### src/rtl/font_arb_pkg.sv
// Shared types and constants for the font ROM arbiter.
package font_arb_pkg;

  localparam int unsigned FONT_ADDR_W = 12;
  localparam int unsigned FONT_DATA_W = 8;

  // Requester identifiers
  localparam logic ID_TITLE = 1'b0;
  localparam logic ID_HUD   = 1'b1;

  // Issue tag travelling alongside a ROM read
  typedef struct packed {
    logic valid;
    logic id;
  } tag_t;

  localparam int unsigned TAG_W = $bits(tag_t);

endpackage

### src/rtl/font_rom_arbiter_tag_delay.sv
// Fixed-depth shift register carrying issue tags in step with ROM data.
module tag_delay
  import font_arb_pkg::*;
#(
  parameter int unsigned DEPTH = 2
) (
  input  logic clk,
  input  logic rst_n,
  input  tag_t tag_in,
  output tag_t tag_out
);

  localparam int unsigned LINE_W = DEPTH * TAG_W;

  logic [LINE_W-1:0] line_q;
  logic [LINE_W-1:0] line_d;

  // Shift the new tag in at the bottom; the oldest drops off the top
  always_comb begin
    line_d = LINE_W'({line_q, tag_in});
  end

  // Delay line storage, cleared so reset discards in-flight reads
  always_ff @(posedge clk or negedge rst_n) begin
    if (!rst_n) begin
      line_q <= '0;
    end else begin
      line_q <= line_d;
    end
  end

  assign tag_out = line_q[LINE_W-1 -: TAG_W];

endmodule

### src/rtl/font_rom_arbiter.sv
// Round-robin share of the font ROM between title and HUD text renderers.
module font_rom_arbiter
  import font_arb_pkg::*;
#(
  parameter int unsigned ADDR_W  = FONT_ADDR_W,
  parameter int unsigned DATA_W  = FONT_DATA_W,
  parameter int unsigned ROM_LAT = 1
) (
  input  logic              clk,
  input  logic              rst_n,
  input  logic              req0,
  input  logic              req1,
  input  logic [ADDR_W-1:0] addr0,
  input  logic [ADDR_W-1:0] addr1,
  output logic              gnt0,
  output logic              gnt1,
  output logic              rvalid0,
  output logic              rvalid1,
  output logic [DATA_W-1:0] rdata0,
  output logic [DATA_W-1:0] rdata1,
  output logic [ADDR_W-1:0] rom_addr,
  input  logic [DATA_W-1:0] rom_data
);

  // One stage to register the address plus ROM_LAT stages of ROM latency
  localparam int unsigned DEPTH = ROM_LAT + 1;

  logic              last_q, last_d;
  logic [ADDR_W-1:0] rom_addr_q, rom_addr_d;
  logic              rvalid0_q, rvalid0_d;
  logic              rvalid1_q, rvalid1_d;
  logic [DATA_W-1:0] rdata0_q, rdata0_d;
  logic [DATA_W-1:0] rdata1_q, rdata1_d;
  tag_t              tag_in;
  tag_t              tag_out;

  // Grant: lone requester always wins; on a tie the one not granted last wins
  always_comb begin
    gnt0 = 1'b0;
    gnt1 = 1'b0;
    if (rst_n) begin
      if (req0 && (!req1 || (last_q == ID_HUD))) begin
        gnt0 = 1'b1;
      end else if (req1) begin
        gnt1 = 1'b1;
      end
    end
  end

  // Issue: capture granted address, update priority pointer, launch tag
  always_comb begin
    last_d       = last_q;
    rom_addr_d   = rom_addr_q;
    tag_in.valid = 1'b0;
    tag_in.id    = ID_TITLE;
    if (gnt0) begin
      last_d       = ID_TITLE;
      rom_addr_d   = addr0;
      tag_in.valid = 1'b1;
      tag_in.id    = ID_TITLE;
    end else if (gnt1) begin
      last_d       = ID_HUD;
      rom_addr_d   = addr1;
      tag_in.valid = 1'b1;
      tag_in.id    = ID_HUD;
    end
  end

  tag_delay #(
    .DEPTH (DEPTH)
  ) u_tag_delay (
    .clk     (clk),
    .rst_n   (rst_n),
    .tag_in  (tag_in),
    .tag_out (tag_out)
  );

  // Return demux: steer ROM data to the owner of the emerging tag
  always_comb begin
    rvalid0_d = 1'b0;
    rvalid1_d = 1'b0;
    rdata0_d  = rdata0_q;
    rdata1_d  = rdata1_q;
    if (tag_out.valid) begin
      if (tag_out.id == ID_HUD) begin
        rvalid1_d = 1'b1;
        rdata1_d  = rom_data;
      end else begin
        rvalid0_d = 1'b1;
        rdata0_d  = rom_data;
      end
    end
  end

  // State and output registers
  always_ff @(posedge clk or negedge rst_n) begin
    if (!rst_n) begin
      last_q     <= ID_HUD;
      rom_addr_q <= '0;
      rvalid0_q  <= 1'b0;
      rvalid1_q  <= 1'b0;
      rdata0_q   <= '0;
      rdata1_q   <= '0;
    end else begin
      last_q     <= last_d;
      rom_addr_q <= rom_addr_d;
      rvalid0_q  <= rvalid0_d;
      rvalid1_q  <= rvalid1_d;
      rdata0_q   <= rdata0_d;
      rdata1_q   <= rdata1_d;
    end
  end

  assign rom_addr = rom_addr_q;
  assign rvalid0  = rvalid0_q;
  assign rvalid1  = rvalid1_q;
  assign rdata0   = rdata0_q;
  assign rdata1   = rdata1_q;

endmodule

### config.mk
export PLATFORM = sky130hd
export DESIGN_NAME = font_rom_arbiter
export DESIGN_NICKNAME = d
export VERILOG_FILES = /design/src/rtl/font_arb_pkg.sv /design/src/rtl/font_rom_arbiter_tag_delay.sv /design/src/rtl/font_rom_arbiter.sv
export SDC_FILE = /design/constraint.sdc
export NUM_CORES = 1
export LEC_CHECK = 0
export BUFFER_PORTS_ARGS = -buffer_cell sky130_fd_sc_hd__buf_2
export CAP_MARGIN = 0
export CORE_MARGIN = 5
export CORE_UTILIZATION = 49
export CTS_CLUSTER_SIZE = 24
export DETAILED_ROUTE_END_ITERATION = 16
export GPL_TIMING_DRIVEN = 0
export PLACE_DENSITY = 0.83
export SLEW_MARGIN = 20
export SYNTH_ARGS = -nofsm -noshare
export SYNTH_HDL_FRONTEND = slang
export SYNTH_SLANG_ARGS = --single-unit
### constraint.sdc
create_clock -name clk -period 2.7 [get_ports clk]
set_input_delay 0.135 -clock clk [delete_from_list [all_inputs] [get_ports clk]]
set_output_delay 0.135 -clock clk [all_outputs]
set_load 0.005 [all_outputs]
### Word-level counts from Yosys, hierarchy flattened

Index checks and enable logic that the tools add are counted.

| storage, ports and cells | value |
|---|---|
| word-level logic and storage cells | 29 |
| flip-flop bits (word level) | 35 |
| output and inout port bits | 32 |
| input port bits | 36 |

| cells by class | value |
|---|---|
| multiplexer cells | 15 |
| reduce and logical (&&, ||, !) cells | 6 |
| bitwise gates (word level) | 1 |

Operators with widths:

| operator | count |
|---|---|
| two-way mux 12 bit | 2 |
| two-way mux 1 bit | 11 |
| two-way mux 2 bit | 2 |
| AND reduction 2 bit | 2 |
| nonzero test 2 bit | 1 |
| logical AND 1 bit | 1 |
| logical NOT 1 bit | 1 |
| logical OR 1 bit | 1 |
| NOT 1 bit | 1 |

### Logic depth before layout (Yosys ltp)

Gate-level depths: netlist of the first run.

| depth | value |
|---|---|
| word-level depth | 7 |
| depth in mapped cells | 4 |
| depth with buffers taken out | 3 |

### Modules after synthesis

Synthesis of the first run repeated with hierarchy kept, for this count alone.

| second synthesis, totals | value |
|---|---|
| cell total of the unflattened synthesis | 92 |
| area, all modules | 1485.2 um^2 |

Modules (own cells, without submodules):

| module | seq. area each (um^2) | cells each | area an instance (um^2) | instances |
|---|---|---|---|---|
| font_rom_arbiter | 777.0 | 86 | 1370.1 | 1 |
| tag_delay | 100.1 | 6 | 115.1 | 1 |

### Worst setup path after synthesis of the first run

OpenSTA, ideal clock, no wires.

| timing | value |
|---|---|
| path kind | reg2reg |
| start | reg last_q |
| end | reg rom_addr_q[5] (netlist: rom_addr[5]) |
| slack | 1.423 ns |
| arrival time | 1.152 ns |
| cell stages (with the launch flop) | 4 |
| library setup time | 0.125 ns |
| period minus slack after synthesis | 1.277 ns |
| path buffers | 1 |
| data required time | 2.575 ns |
| cells stage by stage | dfstp_2 o211ai_2 buf_6 mux2_2 |

| on the way | value |
|---|---|
| cells in the longest elaborated chain, start to end | 5 |
| elaborated cells between the ends (all ways) | 8 |
| classes of those cells | mux (5); reduce/logical (3) |

RTL lines:

| what | RTL line | source |
|---|---|---|
| from (decl) | font_rom_arbiter.sv:28 | `logic last_q, last_d;` |
| from (signal assigned) | font_rom_arbiter.sv:105 | `last_q <= last_d;` |
| logical OR 1 bit (*) | font_rom_arbiter.sv:42 | `if (req0 && (!req1 \|\| (last_q == ID_HUD))) begin` |
| logical AND 1 bit (*) | font_rom_arbiter.sv:42 |  |
| two-way mux 1 bit | font_rom_arbiter.sv:42 |  |
| two-way mux 1 bit | font_rom_arbiter.sv:41 | `if (rst_n) begin` |
| two-way mux 12 bit or nonzero test 2 bit (tied branches) | n/a |  |
| to (signal assigned) | font_rom_arbiter.sv:106 | `rom_addr_q <= rom_addr_d;` |
| to (decl) | font_rom_arbiter.sv:29 | `logic [ADDR_W-1:0] rom_addr_q, rom_addr_d;` |

Every way passes the cells marked *; elsewhere a longest branch is shown, timed or not.
A chain may end at the register's enable or synchronous reset.

### Worst setup path in the final report of the first run

| timing | value |
|---|---|
| start | in rst_n |
| end | out gnt0 |

| on the way | value |
|---|---|
| cells in the longest elaborated chain, start to end | 1 |

RTL lines:

| what | RTL line | source |
|---|---|---|
| from (decl) | font_rom_arbiter.sv:10 | `input logic rst_n,` |
| two-way mux 1 bit | font_rom_arbiter.sv:41 |  |
| to (decl) | font_rom_arbiter.sv:15 | `output logic gnt0,` |

No other way between the ends.

==> results of run 1 <==
## per-stage QoR
step | worst slack [ns] | instances | total power [uW] | area [sq um] | hold slack, ns
CTS | 0.4259 | 197 | 1325 | 1923 | 0.003882
detailed placement | 0.8027 | 188 | 1004 | 1844 | 0.2805
finish | 0.5016 | 197 | 1298 | 1923 | 0.02435
global route | 0.2749 | 197 | 1388 | 1923 | 0.006725
floorplan | 1.423 | 90 | 846.4 | 1470 | -0.1606
global placement | 0.8595 | 188 | 987.2 | 1844 | 0.2614
## worst paths after layout
| kind | from | to | slack [ns] |
|---|---|---|---|
| min reg2reg | u_tag_delay.line_q[0]$_DFF_PN0_ | u_tag_delay.line_q[2]$_DFF_PN0_ | 0.34 |
| min | addr0[7] | rom_addr[7]$_DFFE_PN0P_ | 0.02 |
| max | rst_n | gnt0 | 0.50 |
| max in group asynchronous | rst_n | rom_addr[1]$_DFFE_PN0P_ | 1.76 |
| max reg2reg | last_q$_DFFE_PN1P_ | rom_addr[9]$_DFFE_PN0P_ | 1.27 |
| min in group asynchronous | rst_n | u_tag_delay.line_q[2]$_DFF_PN0_ | 0.42 |
## layout make-up
cell class | instances | share of cell area
buffer | 3 | 0.01431
timing repair buffer | 68 | 0.1796
multi-input combinational | 48 | 0.2863
inverter | 4 | 0.007807
tap | 31 | 0.02017
sequential | 35 | 0.4561
clock buffer | 8 | 0.03578
## worst register-to-register path, stage by stage, from the launching register on
cell,delay (ns)
dfstp_2,0.58
o211ai_2,0.18
buf_6,0.26
mux2_4,0.30
## registers in the layout, indices dropped and copies added (netlist names)
register            cells
rom_addr               12
rdata0                  8
rdata1                  8
u_tag_delay.line_q      4
last_q                  1
rvalid0                 1
rvalid1                 1
## power by group through the flow
stage | Sequential, uW | Combinational [uW] | Clock [uW]
final | 669 | 318 | 311
after global routing | 685 | 350 | 353
after CTS | 670 | 325 | 329
after detailed placement | 680 | 324 | 0
after global placement | 673 | 314 | 0
after floorplan | 689 | 158 | 0
## layer usage
metal | GRT usage | up-vias
met5 | 0 | -
met4 | 0.05013 | 0
met3 | 0.07772 | 4
met2 | 0.2605 | 52
met1 | 0.1596 | 465
li1 | - | 466
## cells in the mapped netlist
cell type,count
a21boi_0,1
a21oi_1,2
buf_2,1
buf_6,2
dfrtp_1,34
dfstp_2,1
inv_1,4
mux2_2,28
mux2_4,12
nand2_1,2
nand2_4,1
nor2b_1,1
o211ai_2,1
## cells in the final DEF, fill, tap and decap left out, drive strengths merged
master	count
nand2	3
inv	4
o211ai	1
mux2	40
dfrtp	34
a21boi	1
dfstp	1
buf	70
nor2b	1
a21oi	2
clkbuf	8
dlygate4sd3	1
## logic make-up after synthesis
group | Yosys count
buf+inv | 7
flops | 35
simple gates | 4
compound gates | 4
mux | 40
==> out/metrics.cfg, run 1 <==
[power_and_ir_drop]
switching_share = 0.2458
vdd_drop_max_mv = 0.4151
pwr-share-comb = 0.245
p_sw_uw = 319.0
cellLeakagePower_uw = 0.001019
clkPwrFrac = 0.239
internal_power_uw = 978.9
seq_power_share = 0.516
power_density_mw_per_mm2 = 674.9

[yosys]
netlist_instances = 90
synthXorXnorAreaFrac = 0
yosysSeqAreaShare = 0.5966
synth_compound_area_frac = 0.02043
synthAdderAreaFrac = 0
synth_warnings = 0
synth_top_family_by_area = multiplexers
synth_cell_types = 13
synth_mux_area_frac = 0.3370
avgSynthCellArea_sq_um = 16.34
synth_area_leader_cell = dfrtp_1
synth_simple_gate_area_share = 0.01702
syn_area_sq_mm = 0.001470
synth_seq_cells = 35
synthTopCellsByArea = dfrtp_1, mux2_2, mux2_4
synthesis.nets = 126
synth_top_area_share = 0.5787

[worst_setup_path]
path_max_fanout = 37
path_cells = dlygate4sd3_1, buf_2, o211ai_2, buf_6, inv_1, buf_2
critPathTopFamily = buffers and inverters
max_stage_delay_ns = 0.64
path_common_cell = buf_2
path_class = input port to primary output
slowest_stage = buf_2
required_ns = 2.57
crit_path_end_kind = primary output
cp.buffers_inverters = 5
cp_num_cells = 6
cp.arrival_ns = 2.06
cp-start-kind = input port
ff2ff_path_depth = 3

[routing]
viasPerCell = 5.010
dr_wl_met3_microns = 354
top_layer_used = met4
wl_met2_microns = 1369
routed_wl_microns = 2822
vias = 987
met1_length_microns = 1067
first_pass_iters = 2
remaining_drc_errors = 0
detail_route.wl_per_cell_microns = 14.32
drtIter0Drc = 22
ant_nets = 0

[global_route]
grt_max_degree = 38
grt_pass1_wl_microns = 4878
grt_overflow = 0
grt_pass1_vias = 1120
grt_util_all_layers = 0.1512
antenna_found_initial = 0

[final_layout]
seq_area_sq_um = 877.1
multiInputGateArea_sq_um = 550.5
diodes = 0
fillers = 210
fin_util = 0.6855
area_growth_pct = 30.81
drive_above_1_share = 0.7229
nNetsFinal = 201

[sta]
fmax_mhz = 454.9
fin_skew_ns = 0.01216
period_share = 0.8142
min_period_ns = 2.198
final_hold_viol_count = 0
maxSlewViolCount = 0
worstMarginPinSlew_ns = 0.8219
relSlewSlack = 0.4520
rsz0062_at_grt = no
setup_viol_count_final = 0
finalSetupTns_ns = 0

[worst_hold_path]
hold_path_class = input port to flip-flop
worstHoldPathCells = 2

[floorplan]
io_pins = 68
rows = 19
die_w_microns = 64.78
die_area_sq_mm = 0.004196
start_util = 0.5241
die_y_microns = 64.78
core-area_sq_mm = 0.002805

[placed_design]
gp_congestion = 0.6375
port_buffers = 67
dp_hpwl_microns = 2167

[clock_network]
htree_levels = 2
root_buffer = clkbuf_4
cts_buffers = 5
clkTransAtPathRegs_ns = 0.10
cts_sinks = 35
cts_buffer_depth = 2
post_cts_resized = 0
cts_tree = built
insertion_delay_ns = 0.33
holdBufCountCts = 1
cts_setup_buffers = 0

[flow_run]
maxCapViolations = 0

[outcome]
outcome = complete, no violations

No activity file was read; power rests on OpenSTA's default activity.
==> run 2, diff against run 1 <==
--- a/config.mk
+++ b/config.mk
@@ -8,11 +8,11 @@
 export BUFFER_PORTS_ARGS = -buffer_cell sky130_fd_sc_hd__buf_2
 export CAP_MARGIN = 0
 export CORE_MARGIN = 5
-export CORE_UTILIZATION = 49
+export CORE_UTILIZATION = 41
 export CTS_CLUSTER_SIZE = 24
 export DETAILED_ROUTE_END_ITERATION = 16
 export GPL_TIMING_DRIVEN = 0
-export PLACE_DENSITY = 0.83
+export PLACE_DENSITY = 0.74
 export SLEW_MARGIN = 20
 export SYNTH_ARGS = -nofsm -noshare
 export SYNTH_HDL_FRONTEND = slang
==> constraint.sdc (replaced) <==
create_clock -name clk -period 1.9 [get_ports clk]
set_input_delay 0.095 -clock clk [delete_from_list [all_inputs] [get_ports clk]]
set_output_delay 0.095 -clock clk [all_outputs]
set_load 0.005 [all_outputs]
==> out/metrics.cfg, run 2 (synthesized netlist as in run 1, its figures left out) <==
[worst_setup_path]
timing.rr.start = last_q$_DFFE_PN1P_
ff2ff_path_depth = 3  ; unchanged
path_max_fanout = 10  ; -73%
cp-start-kind = flip-flop
cp.arrival_ns = 1.46  ; -0.60 ns
reg2reg_slack_ns = 0.50  ; -0.77 ns
r2r-end = rom_addr[5]$_DFFE_PN0P_
crit_path_end_kind = primary output
path_class = flip-flop to primary output
required_ns = 1.80  ; -0.77 ns

[sta]
rsz0062_at_grt = no
maxSlewViolCount = 0  ; unchanged
finalSetupTns_ns = 0  ; unchanged
final_hold_viol_count = 0  ; unchanged
worst_slack_ns = 0.3458  ; -0.1557 ns
relSlewSlack = 0.7479  ; +0.2959
period_share = 0.8180
fin_skew_ns = 0.008922  ; -0.003237 ns
fmax_mhz = 643.4
setup_viol_count_final = 0  ; unchanged
worstMarginPinSlew_ns = 0.3770  ; -0.4450 ns
min_period_ns = 1.554

[placed_design]
dp_hpwl_microns = 2227  ; +2.8%
pre_cts_slack_ns = 0.03787  ; -0.7648 ns
port_buffers = 67  ; unchanged
dpl_cell_area_sq_mm = 0.001863  ; +1.0%
gp_congestion = 0.7419  ; +16%
post-place-cells = 203  ; +8.0%

[routing]
vias = 1064  ; +7.8%
drtIter0Drc = 60  ; +170%
first_pass_iters = 3  ; +1
remaining_drc_errors = 0  ; unchanged
detail_route.wl_per_cell_microns = 13.79  ; -3.7%
ant_nets = 0  ; unchanged
routed_wl_microns = 3186  ; +13%
viasPerCell = 4.606  ; -8.1%

[worst_hold_path]
hold_path_class = input port to flip-flop
hold_path_end = rdata1[2]$_DFFE_PN0P_
worstHoldPathCells = 2  ; unchanged
min_from = rom_data[2]

[global_route]
grt_overflow = 0  ; unchanged
grt_pass1_wl_microns = 5602  ; +15%
grt_util_all_layers = 0.1430  ; -0.008249
grt_max_degree = 35  ; -7.9%
grt_pass1_vias = 1174  ; +4.8%
antenna_found_initial = 0  ; unchanged

[power_and_ir_drop]
pwr-share-comb = 0.269  ; +0.024
power_density_mw_per_mm2 = 853.3  ; +26%
switching_share = 0.2571  ; +0.01131
vdd_drop_max_mv = 0.5566  ; +34%
cellLeakagePower_uw = 0.001095  ; +7.4%
seq_power_share = 0.527  ; +0.011
p_sw_uw = 465.8  ; +46%
clkPwrFrac = 0.204  ; -0.035
internal_power_uw = 1346  ; +38%

[flow_run]
maxCapViolations = 0  ; unchanged

[floorplan]
io_pins = 68  ; unchanged
die_area_sq_mm = 0.004883  ; +16%
core-area_sq_mm = 0.003416  ; +22%
start_util = 0.4304  ; -0.09368
rows = 21  ; +2
die_y_microns = 69.88  ; +7.9%
die_w_microns = 69.88  ; +7.9%

[final_layout]
finalInstanceArea_sq_mm = 0.002123  ; +10%
drive_above_1_share = 0.6486  ; -0.07424
fin_util = 0.6216  ; -0.06394
fillers = 281  ; +34%
final_cell_count_no_fill = 231  ; +17%
area_growth_pct = 44.43
mostFrequentLayoutCell = buf_2
largest_reg_flops = 12  ; unchanged
final_cell_mix = buf_2, dfrtp_1, mux2_2
diodes = 0  ; unchanged
nNetsFinal = 220  ; +9.5%

[clock_network]
cts_sinks = 35  ; unchanged
cts_setup_buffers = 0  ; unchanged
cts_buffers = 5  ; unchanged
clkTransAtPathRegs_ns = 0.10  ; about the same
htree_levels = 2  ; unchanged
cts_buffer_depth = 2  ; unchanged
cts_tree = built
root_buffer = clkbuf_4
insertion_delay_ns = 0.33  ; about the same

[outcome]
outcome = complete, no violations

==> run 2: worst max path at each step <==
stage | start | endpoint | slack (ns)
2_1_floorplan | last_q$_DFFE_PN1P_ | rom_addr[5]$_DFFE_PN0P_ | 0.62
3_3_place_gp | rst_n | rom_addr[6]$_DFFE_PN0P_ | 0.09
3_5_place_dp | rst_n | rom_addr[9]$_DFFE_PN0P_ | 0.04
4_1_cts | last_q$_DFFE_PN1P_ | gnt0 | 0.33
5_1_grt | last_q$_DFFE_PN1P_ | gnt0 | 0.24
6_report | last_q$_DFFE_PN1P_ | gnt0 | 0.35
==> run 2: power groups by stage <==
| stage | Clock, uW | Sequential [uW] | Combinational (uW) |
|---|---|---|---|
| 2_1_floorplan | 0 | 979 | 224 |
| 3_3_place_gp | 0 | 959 | 447 |
| 3_5_place_dp | 0 | 970 | 460 |
| 4_1_cts | 385 | 956 | 492 |
| 5_1_grt | 420 | 976 | 538 |
| 6_report | 370 | 954 | 487 |
==> run 2: area by class of cell <==
type / count / area, sq um / share of cell area
sequential: 35 / 877.1 / 0.4131
multi-input combinational: 48 / 550.5 / 0.2593
timing repair buffer: 87 / 545.5 / 0.2569
tap: 46 / 57.56 / 0.02711
clock buffer: 7 / 45.04 / 0.02121
buffer: 3 / 27.53 / 0.01296
inverter: 4 / 15.01 / 0.007071
clock inverter: 1 / 5.005 / 0.002357
==> run 2: per-stage QoR <==
step | total power, uW | hold WS (ns)
4_1_cts | 1833 | 0.0003508
6_report | 1812 | 0.02152
3_3_place_gp | 1407 | 0.2259
5_1_grt | 1934 | 0.006937
3_5_place_dp | 1430 | 0.2360
2_1_floorplan | 1203 | -0.2006
==> run 2: routing by layer <==
| layer | wire length [microns] | track usage | up-vias |
|---|---|---|---|
| li1 | - | - | 503 |
| met1 | 1190 | 0.1539 | 502 |
| met2 | 1644 | 0.2487 | 52 |
| met3 | 319 | 0.07030 | 7 |
| met4 | 32 | 0.03830 | 0 |
| met5 | 0 | 0 | - |
==> run 2: worst max-delay path, stage by stage, from the launching register on <==
cell and delay [ns]:
dfstp_2 0.58, o211ai_2 0.18, buf_6 0.22, inv_1 0.06, buf_2 0.10
==> run 2: timing repair <==
item	4_1_cts	5_1_grt
resized for setup	0	0
endpoints found under the hold margin	50	5
hold buffers	17	3
setup endpoints to repair	0	0
